`config.mk`:
```
export PLATFORM = sky130hd
export DESIGN_NAME = jpeg_dec_burst_fifo
export DESIGN_NICKNAME = d
export VERILOG_FILES = /design/src/rtl/jpeg_dec_pkg.sv /design/src/rtl/sfifo_ff.sv /design/src/rtl/jpeg_dec_burst_fifo.sv
export SDC_FILE = /design/constraint.sdc
export NUM_CORES = 2
export LEC_CHECK = 0
export CORE_UTILIZATION = 50
export CTS_CLUSTER_DIAMETER = 200
export DETAILED_ROUTE_END_ITERATION = 16
export DONT_BUFFER_PORTS = 1
export GPL_TIMING_DRIVEN = 0
export SLEW_MARGIN = 30
export SYNTH_ARGS = -nofsm -noshare
export SYNTH_HDL_FRONTEND = slang
export SYNTH_MEMORY_MAX_BITS = 65536
export SYNTH_SLANG_ARGS = --single-unit
```
`constraint.sdc`:
```
create_clock -name iCLK -period 12.8 [get_ports iCLK]
set_clock_uncertainty 0.15 [all_clocks]
set_input_delay 0 -clock iCLK [delete_from_list [all_inputs] [get_ports iCLK]]
set_output_delay 0 -clock iCLK [all_outputs]
set_load 0.02 [all_outputs]
```
`src/rtl/jpeg_dec_pkg.sv`:
```
// rtl/jpeg_dec_pkg.sv - shared token layout for the JPEG decoder coefficient path
//
// Purpose: one 18-bit token format used between the Huffman/RLE decoder,
//          the burst FIFO and the reorder stage.
// Layout : COEF[17:6], DC[5], LST[4], ZR[3:0]
package jpeg_dec_pkg;

  localparam int TOK_W = 18;

  typedef struct packed {
    logic [11:0] coef;
    logic        dc;
    logic        lst;
    logic [3:0]  zr;
  } tok_t;

endpackage

```
`src/rtl/sfifo_ff.sv`:
```
// rtl/sfifo_ff.sv - synchronous first-word-fall-through FIFO
//
// Purpose: flop-based storage of 2**AW words; rd_data_o always shows the head.
// Ports  : clk_i, rst_ni (async active-low), clr_i (sync clear),
//          wr_en_i/wr_data_i (ignored when full), rd_en_i (ignored when empty),
//          rd_data_o (head word), count_o (stored words), full_o, empty_o.
module sfifo_ff #(
  parameter int DW = 18,
  parameter int AW = 8
) (
  input  logic          clk_i,
  input  logic          rst_ni,
  input  logic          clr_i,
  input  logic          wr_en_i,
  input  logic [DW-1:0] wr_data_i,
  input  logic          rd_en_i,
  output logic [DW-1:0] rd_data_o,
  output logic [AW:0]   count_o,
  output logic          full_o,
  output logic          empty_o
);

  localparam int          DEPTH    = 1 << AW;
  localparam logic [AW:0] FULL_CNT = (AW+1)'(DEPTH);
  localparam logic [AW:0] CNT_ONE  = (AW+1)'(1);

  logic [DW-1:0] mem_q [DEPTH];
  logic [AW-1:0] wptr_q, rptr_q;
  logic [AW:0]   cnt_q;
  logic          wr_ok, rd_ok;

  assign full_o    = (cnt_q == FULL_CNT);
  assign empty_o   = (cnt_q == '0);
  assign wr_ok     = wr_en_i & ~full_o;
  assign rd_ok     = rd_en_i & ~empty_o;
  assign rd_data_o = mem_q[rptr_q];
  assign count_o   = cnt_q;

  always_ff @(posedge clk_i) begin
    if (wr_ok) mem_q[wptr_q] <= wr_data_i;
  end

  always_ff @(posedge clk_i or negedge rst_ni) begin
    if (!rst_ni) begin
      wptr_q <= '0;
      rptr_q <= '0;
      cnt_q  <= '0;
    end else if (clr_i) begin
      wptr_q <= '0;
      rptr_q <= '0;
      cnt_q  <= '0;
    end else begin
      if (wr_ok) wptr_q <= wptr_q + AW'(1);
      if (rd_ok) rptr_q <= rptr_q + AW'(1);
      case ({wr_ok, rd_ok})
        2'b10:   cnt_q <= cnt_q + CNT_ONE;
        2'b01:   cnt_q <= cnt_q - CNT_ONE;
        default: cnt_q <= cnt_q;
      endcase
    end
  end

endmodule

```
`src/rtl/jpeg_dec_burst_fifo.sv`:
```
// rtl/jpeg_dec_burst_fifo.sv - block-granular coefficient buffer ahead of the reorder stage
//
// Purpose: buffers decoded tokens; with BURST=1 a block is released only once its
//          LST token is stored, so the reorder stage sees gap-free bursts.
// Ports  : iCLK, iRSTN (async active-low), iINIT (sync clear per image),
//          iPI_EN/iPI/iPI_DC/iPI_LST/iPI_ZR (input token, no ready),
//          oBRST_AFULL (registered almost-full to producer),
//          oPO_EN/oPO/oPO_DC/oPO_LST/oPO_ZR (registered output token),
//          iREORD_AFULL (downstream almost-full), oDEPTH (stored count),
//          oOVF (sticky overflow: token dropped while full).
module jpeg_dec_burst_fifo
  import jpeg_dec_pkg::*;
#(
  parameter int AW        = 8,
  parameter int AF_MARGIN = 4,
  parameter int BURST     = 1
) (
  input  logic        iCLK,
  input  logic        iRSTN,
  input  logic        iINIT,
  input  logic        iPI_EN,
  input  logic [11:0] iPI,
  input  logic        iPI_DC,
  input  logic        iPI_LST,
  input  logic [3:0]  iPI_ZR,
  output logic        oBRST_AFULL,
  output logic        oPO_EN,
  output logic [11:0] oPO,
  output logic        oPO_DC,
  output logic        oPO_LST,
  output logic [3:0]  oPO_ZR,
  input  logic        iREORD_AFULL,
  output logic [AW:0] oDEPTH,
  output logic        oOVF
);

  localparam int          DEPTH    = 1 << AW;
  localparam logic [AW:0] AF_THR   = (AW+1)'(DEPTH - AF_MARGIN);
  localparam logic [AW:0] CNT_ONE  = (AW+1)'(1);
  localparam logic        BURST_EN = (BURST != 0);

  tok_t        wr_tok, head, po_q;
  logic [AW:0] cnt, depth_d;
  logic [AW:0] blk_cnt_q, blk_cnt_d;
  logic        full, empty, wr_en, rd_req, lst_wr, lst_rd;
  logic        force_rel_q, force_rel_d;
  logic        afull_q, afull_d, ovf_q, ovf_d, po_en_q;

  assign wr_tok = '{coef: iPI, dc: iPI_DC, lst: iPI_LST, zr: iPI_ZR};
  assign wr_en  = iPI_EN & ~full & ~iINIT;
  // force_rel lets an oversize block (no LST while full) drain instead of deadlocking.
  assign rd_req = ~empty & ~iREORD_AFULL & ~iINIT &
                  (~BURST_EN | (blk_cnt_q != '0) | force_rel_q);
  assign lst_wr = wr_en & iPI_LST;
  assign lst_rd = rd_req & head.lst;

  sfifo_ff #(.DW(TOK_W), .AW(AW)) u_store (
    .clk_i    (iCLK),
    .rst_ni   (iRSTN),
    .clr_i    (iINIT),
    .wr_en_i  (wr_en),
    .wr_data_i(wr_tok),
    .rd_en_i  (rd_req),
    .rd_data_o(head),
    .count_o  (cnt),
    .full_o   (full),
    .empty_o  (empty)
  );

  always_comb begin
    blk_cnt_d = blk_cnt_q;
    case ({lst_wr, lst_rd})
      2'b10:   blk_cnt_d = blk_cnt_q + CNT_ONE;
      2'b01:   blk_cnt_d = blk_cnt_q - CNT_ONE;
      default: blk_cnt_d = blk_cnt_q;
    endcase

    force_rel_d = force_rel_q;
    if (lst_rd)                         force_rel_d = 1'b0;
    else if (full && blk_cnt_q == '0)   force_rel_d = 1'b1;

    ovf_d = ovf_q | (iPI_EN & full);

    // Almost-full is taken from the next depth so it lines up with oDEPTH.
    depth_d = cnt;
    case ({wr_en, rd_req})
      2'b10:   depth_d = cnt + CNT_ONE;
      2'b01:   depth_d = cnt - CNT_ONE;
      default: depth_d = cnt;
    endcase
    afull_d = (depth_d >= AF_THR);
  end

  always_ff @(posedge iCLK or negedge iRSTN) begin
    if (!iRSTN) begin
      blk_cnt_q   <= '0;
      force_rel_q <= 1'b0;
      afull_q     <= 1'b0;
      ovf_q       <= 1'b0;
      po_en_q     <= 1'b0;
      po_q        <= '0;
    end else if (iINIT) begin
      blk_cnt_q   <= '0;
      force_rel_q <= 1'b0;
      afull_q     <= 1'b0;
      ovf_q       <= 1'b0;
      po_en_q     <= 1'b0;
      po_q        <= '0;
    end else begin
      blk_cnt_q   <= blk_cnt_d;
      force_rel_q <= force_rel_d;
      afull_q     <= afull_d;
      ovf_q       <= ovf_d;
      po_en_q     <= rd_req;
      if (rd_req) po_q <= head;
    end
  end

  assign oBRST_AFULL = afull_q;
  assign oPO_EN      = po_en_q;
  assign oPO         = po_q.coef;
  assign oPO_DC      = po_q.dc;
  assign oPO_LST     = po_q.lst;
  assign oPO_ZR      = po_q.zr;
  assign oDEPTH      = cnt;
  assign oOVF        = ovf_q;

endmodule
```
==> metrics.md <==
| Metric | Value |
|---|---|
| Status | `finished, violations left` |
| Failing checks | `negative hold slack` |
| Setup WS pre-CTS | `6.03 ns` |
| Count leader, synth | `edfxtp_1` |
| Synth top area share | `0.768` |
| Wire per inst | `52.9 um` |
| Yosys warns | `0` |
| Final Max Slew Viols | `0` |
| Max-slew headroom | `0.215` |
| Setup repair after global routing missed its margin | `false` |
| Clock root cell | `clkbuf_16` |
| # fillers | `25100` |
| Setup Total Neg Slack | `0 ns` |
| Initial antenna violation count | `75` |
| Cts repair resizes | `0` |
| Antenna-violating nets left | `0` |
| Reg2reg setup slack | `5.61 ns` |
| Worst R2R Start | `u_store.rptr_q[1]` |
| Input/output buffers | `0` |
| Startpoint types | `flop` |
| Worst min path class | `in2reg` |
| Worst Path Required | `13.55 ns` |
| Die Ht | `602 um` |
| Yosys reg bits | `4664` |
| Io pins | `53` |
| Main synth FF type | `edfxtp_1` |
| R2r worst-path depth | `14` |
| Sequential element share of the synthesized area | `0.775` |
| CTS Buf Count | `470` |
| Async SR Flop Fraction | `0.0120` |
| Largest net degree at the start of global routing | `259` |
| Htree depth | `5` |
| Final hold violations | `7` |
| Max VDD drop | `0.137 mV` |
| Yosys cell types | `68` |
| Gr ovfl total | `0` |
| Vias in the first global route | `92500` |
| Top cells by count, synth | `edfxtp_1 (4608), mux4_2 (1296), nor2_1 (343)` |
| Final Non-Filler Cells | `14000` |
| Pwr/cell area | `151 mW/mm^2` |
| Worst skew pair latency | `1.07 ns` |
| Minimum clock period | `7.19 ns` |
| Share of layout cells above drive strength 1 | `0.336` |
| Critical Path AT | `7.94 ns` |
| Worst r2r dst | `oPO[8]` |
| Final Setup Violations | `0` |
| Mapped Cells | `7815` |
| Hold Slack | `-0.00791 ns` |
| Die width | `602 um` |
| Post-Syn Area | `0.180 mm^2` |
| Initial Util | `0.502` |
| Worst setup margin | `5.61 ns` |
| DRC | `0` |
| Worst-Margin Slew | `1.18 ns` |
| Synth-to-layout area growth | `19.6%` |
| Post-synth EDFFs | `4608` |
| Core area | `0.359 mm^2` |
| Largest area contributor in the netlist | `edfxtp_1` |
| Setup bufs post-CTS | `0` |
| Placed insts | `13000` |
| Global-route wire length before repair | `942000 um` |
| Cell Rows | `220` |
| Worst-path clk slew | `0.07 ns` |
| Max Cap Viol | `0` |
| Die area | `0.363 mm^2` |
| Final period utilization | `0.561` |
| Syn avg cell area | `23.1 um^2` |
| GP Congestion | `1.04` |
| Max Fclk | `0.139 GHz` |
| Hold depth | `2` |
| Via-per-instance ratio | `7.14` |
| Synthesized Nets | `7855` |
| Fin nets | `8778` |
| Endpoint class of the critical path | `flop` |
| Hold buffer count at CTS | `51` |
| CTS tree | `done` |
| Worst setup path startpoint | `u_store.rptr_q[1]` |
| Leakage | `66.2 nW` |
| CP endpoint | `oPO[8]` |
| Placed wire-length estimate | `513000 um` |
| DRT Wirelength | `740000 um` |
| Vias | `99800` |
| # clock sinks | `4664` |
| GRT Util Overall | `0.408` |
| DRC violation total after the first TritonRoute iteration | `20100` |
| First-pass detailed-route iteration total | `8` |
| Synth top area cells | `edfxtp_1 (77%), mux4_2 (16%), mux2i_1 (1.2%), dfrtp_1 (0.78%), nor2_1 (0.71%)` |
| Max clock buf depth | `4` |
| Critical path class | `reg2reg` |
| Crit Path Max Fanout | `10` |
## placed cells by master (no fill, tap or decap), types with 90 or more instances in the layout
cell / synthesis / final
edfxtp_1: 4608 / 4608
mux4_2: 1296 / 1296
clkbuf_16: 0 / 475
buf_16: 0 / 327
nor2_4: 0 / 257
nand2_1: 238 / 237
mux2i_1: 222 / 216
clkbuf_1: 189 / 144
buf_2: 108 / 122
clkbuf_2: 0 / 115
clkinv_1: 0 / 101
clkinv_2: 0 / 91
a21oi_1: 94 / 90
## where the power goes
group	switching (mW)	internal, mW
Combinational	0.962	0.474
Sequential	0.0173	16.8
Clock	6.11	8.22
## final cells by class
cell class                 instances  area [um^2]  share of cell area
antenna                           57          143            0.000662
buffer                           447         2840              0.0132
clock inverter                   312         3610              0.0167
tap                             4773         5970              0.0277
sequential                      4664       140000               0.648
multi-input combinational       2686        39900               0.185
timing repair buffer             451        10900              0.0506
clock buffer                     577        12300              0.0573
inverter                          18         67.6            0.000313
## how the worst min path moves through the flow
stage	start	end
2_1_floorplan	iRSTN	blk_cnt_q[0]
3_3_place_gp	iRSTN	oPO[3]
3_5_place_dp	iRSTN	oPO[3]
4_1_cts	iINIT	oPO[7]
5_1_grt	iPI_ZR[3]	u_store.mem_q[54][3]
6_report	iPI_ZR[3]	u_store.mem_q[54][3]
## cells by family after synthesis
| kind of cell | synth area share |
|---|---|
| buffers and inverters | 0.0145 |
| and+or+nand+nor | 0.0164 |
| xor gates and xnor gates | 0.000972 |
| muxes | 0.176 |
| adders and majority gates | 0.00122 |
| DFF | 0.775 |
| AOI/OAI and AO/OA | 0.0153 |
## flip-flops by register name, summed over array words and instances, names as in the netlist
register and count:
u_store.count_o 9, u_store.mem_q 4608, oOVF 1, oPO_EN 1
blk_cnt_q 9, u_store.rptr_q 8, oBRST_AFULL 1, oPO_ZR 4
u_store.wptr_q 8, oPO_LST 1, oPO 12, force_rel_q 1
oPO_DC 1
## per-stage QoR
step | instance area (um^2) | hold WS [ns] | util | power (mW)
global route | 215000 | 0.0216 | 0.600 | 33.1
detailed placement | 198000 | -0.445 | 0.551 | 18.2
CTS | 215000 | 0.0102 | 0.598 | 32.5
global placement | 186000 | -0.444 | 0.519 | 18.2
floorplan | 180000 | -0.446 | - | 17.7
finish | 216000 | -0.00791 | 0.601 | 32.6
## metal layers
metal / GRT usage / up-vias / wire (um)
li1: - / 35400 / -
met1: 0.524 / 53800 / 249000
met2: 0.582 / 8765 / 319000
met3: 0.140 / 1817 / 105000
met4: 0.296 / 60 / 66000
met5: 0 / - / 393
## worst max-delay path, cell delays in order (launching register included)
cell and delay (ns):
dfrtp_1 0.36, buf_4 0.25, buf_4 0.34, buf_4 0.48, buf_4 0.40, buf_4 0.37, buf_2 0.91, buf_2 0.77
mux4_2 0.34, mux2i_1 0.09, a221oi_1 0.86, o21ai_0 0.73, o211ai_1 0.47, nor2_1 0.12, o41ai_1 0.34
No activity file was read; power rests on OpenSTA's default activity.
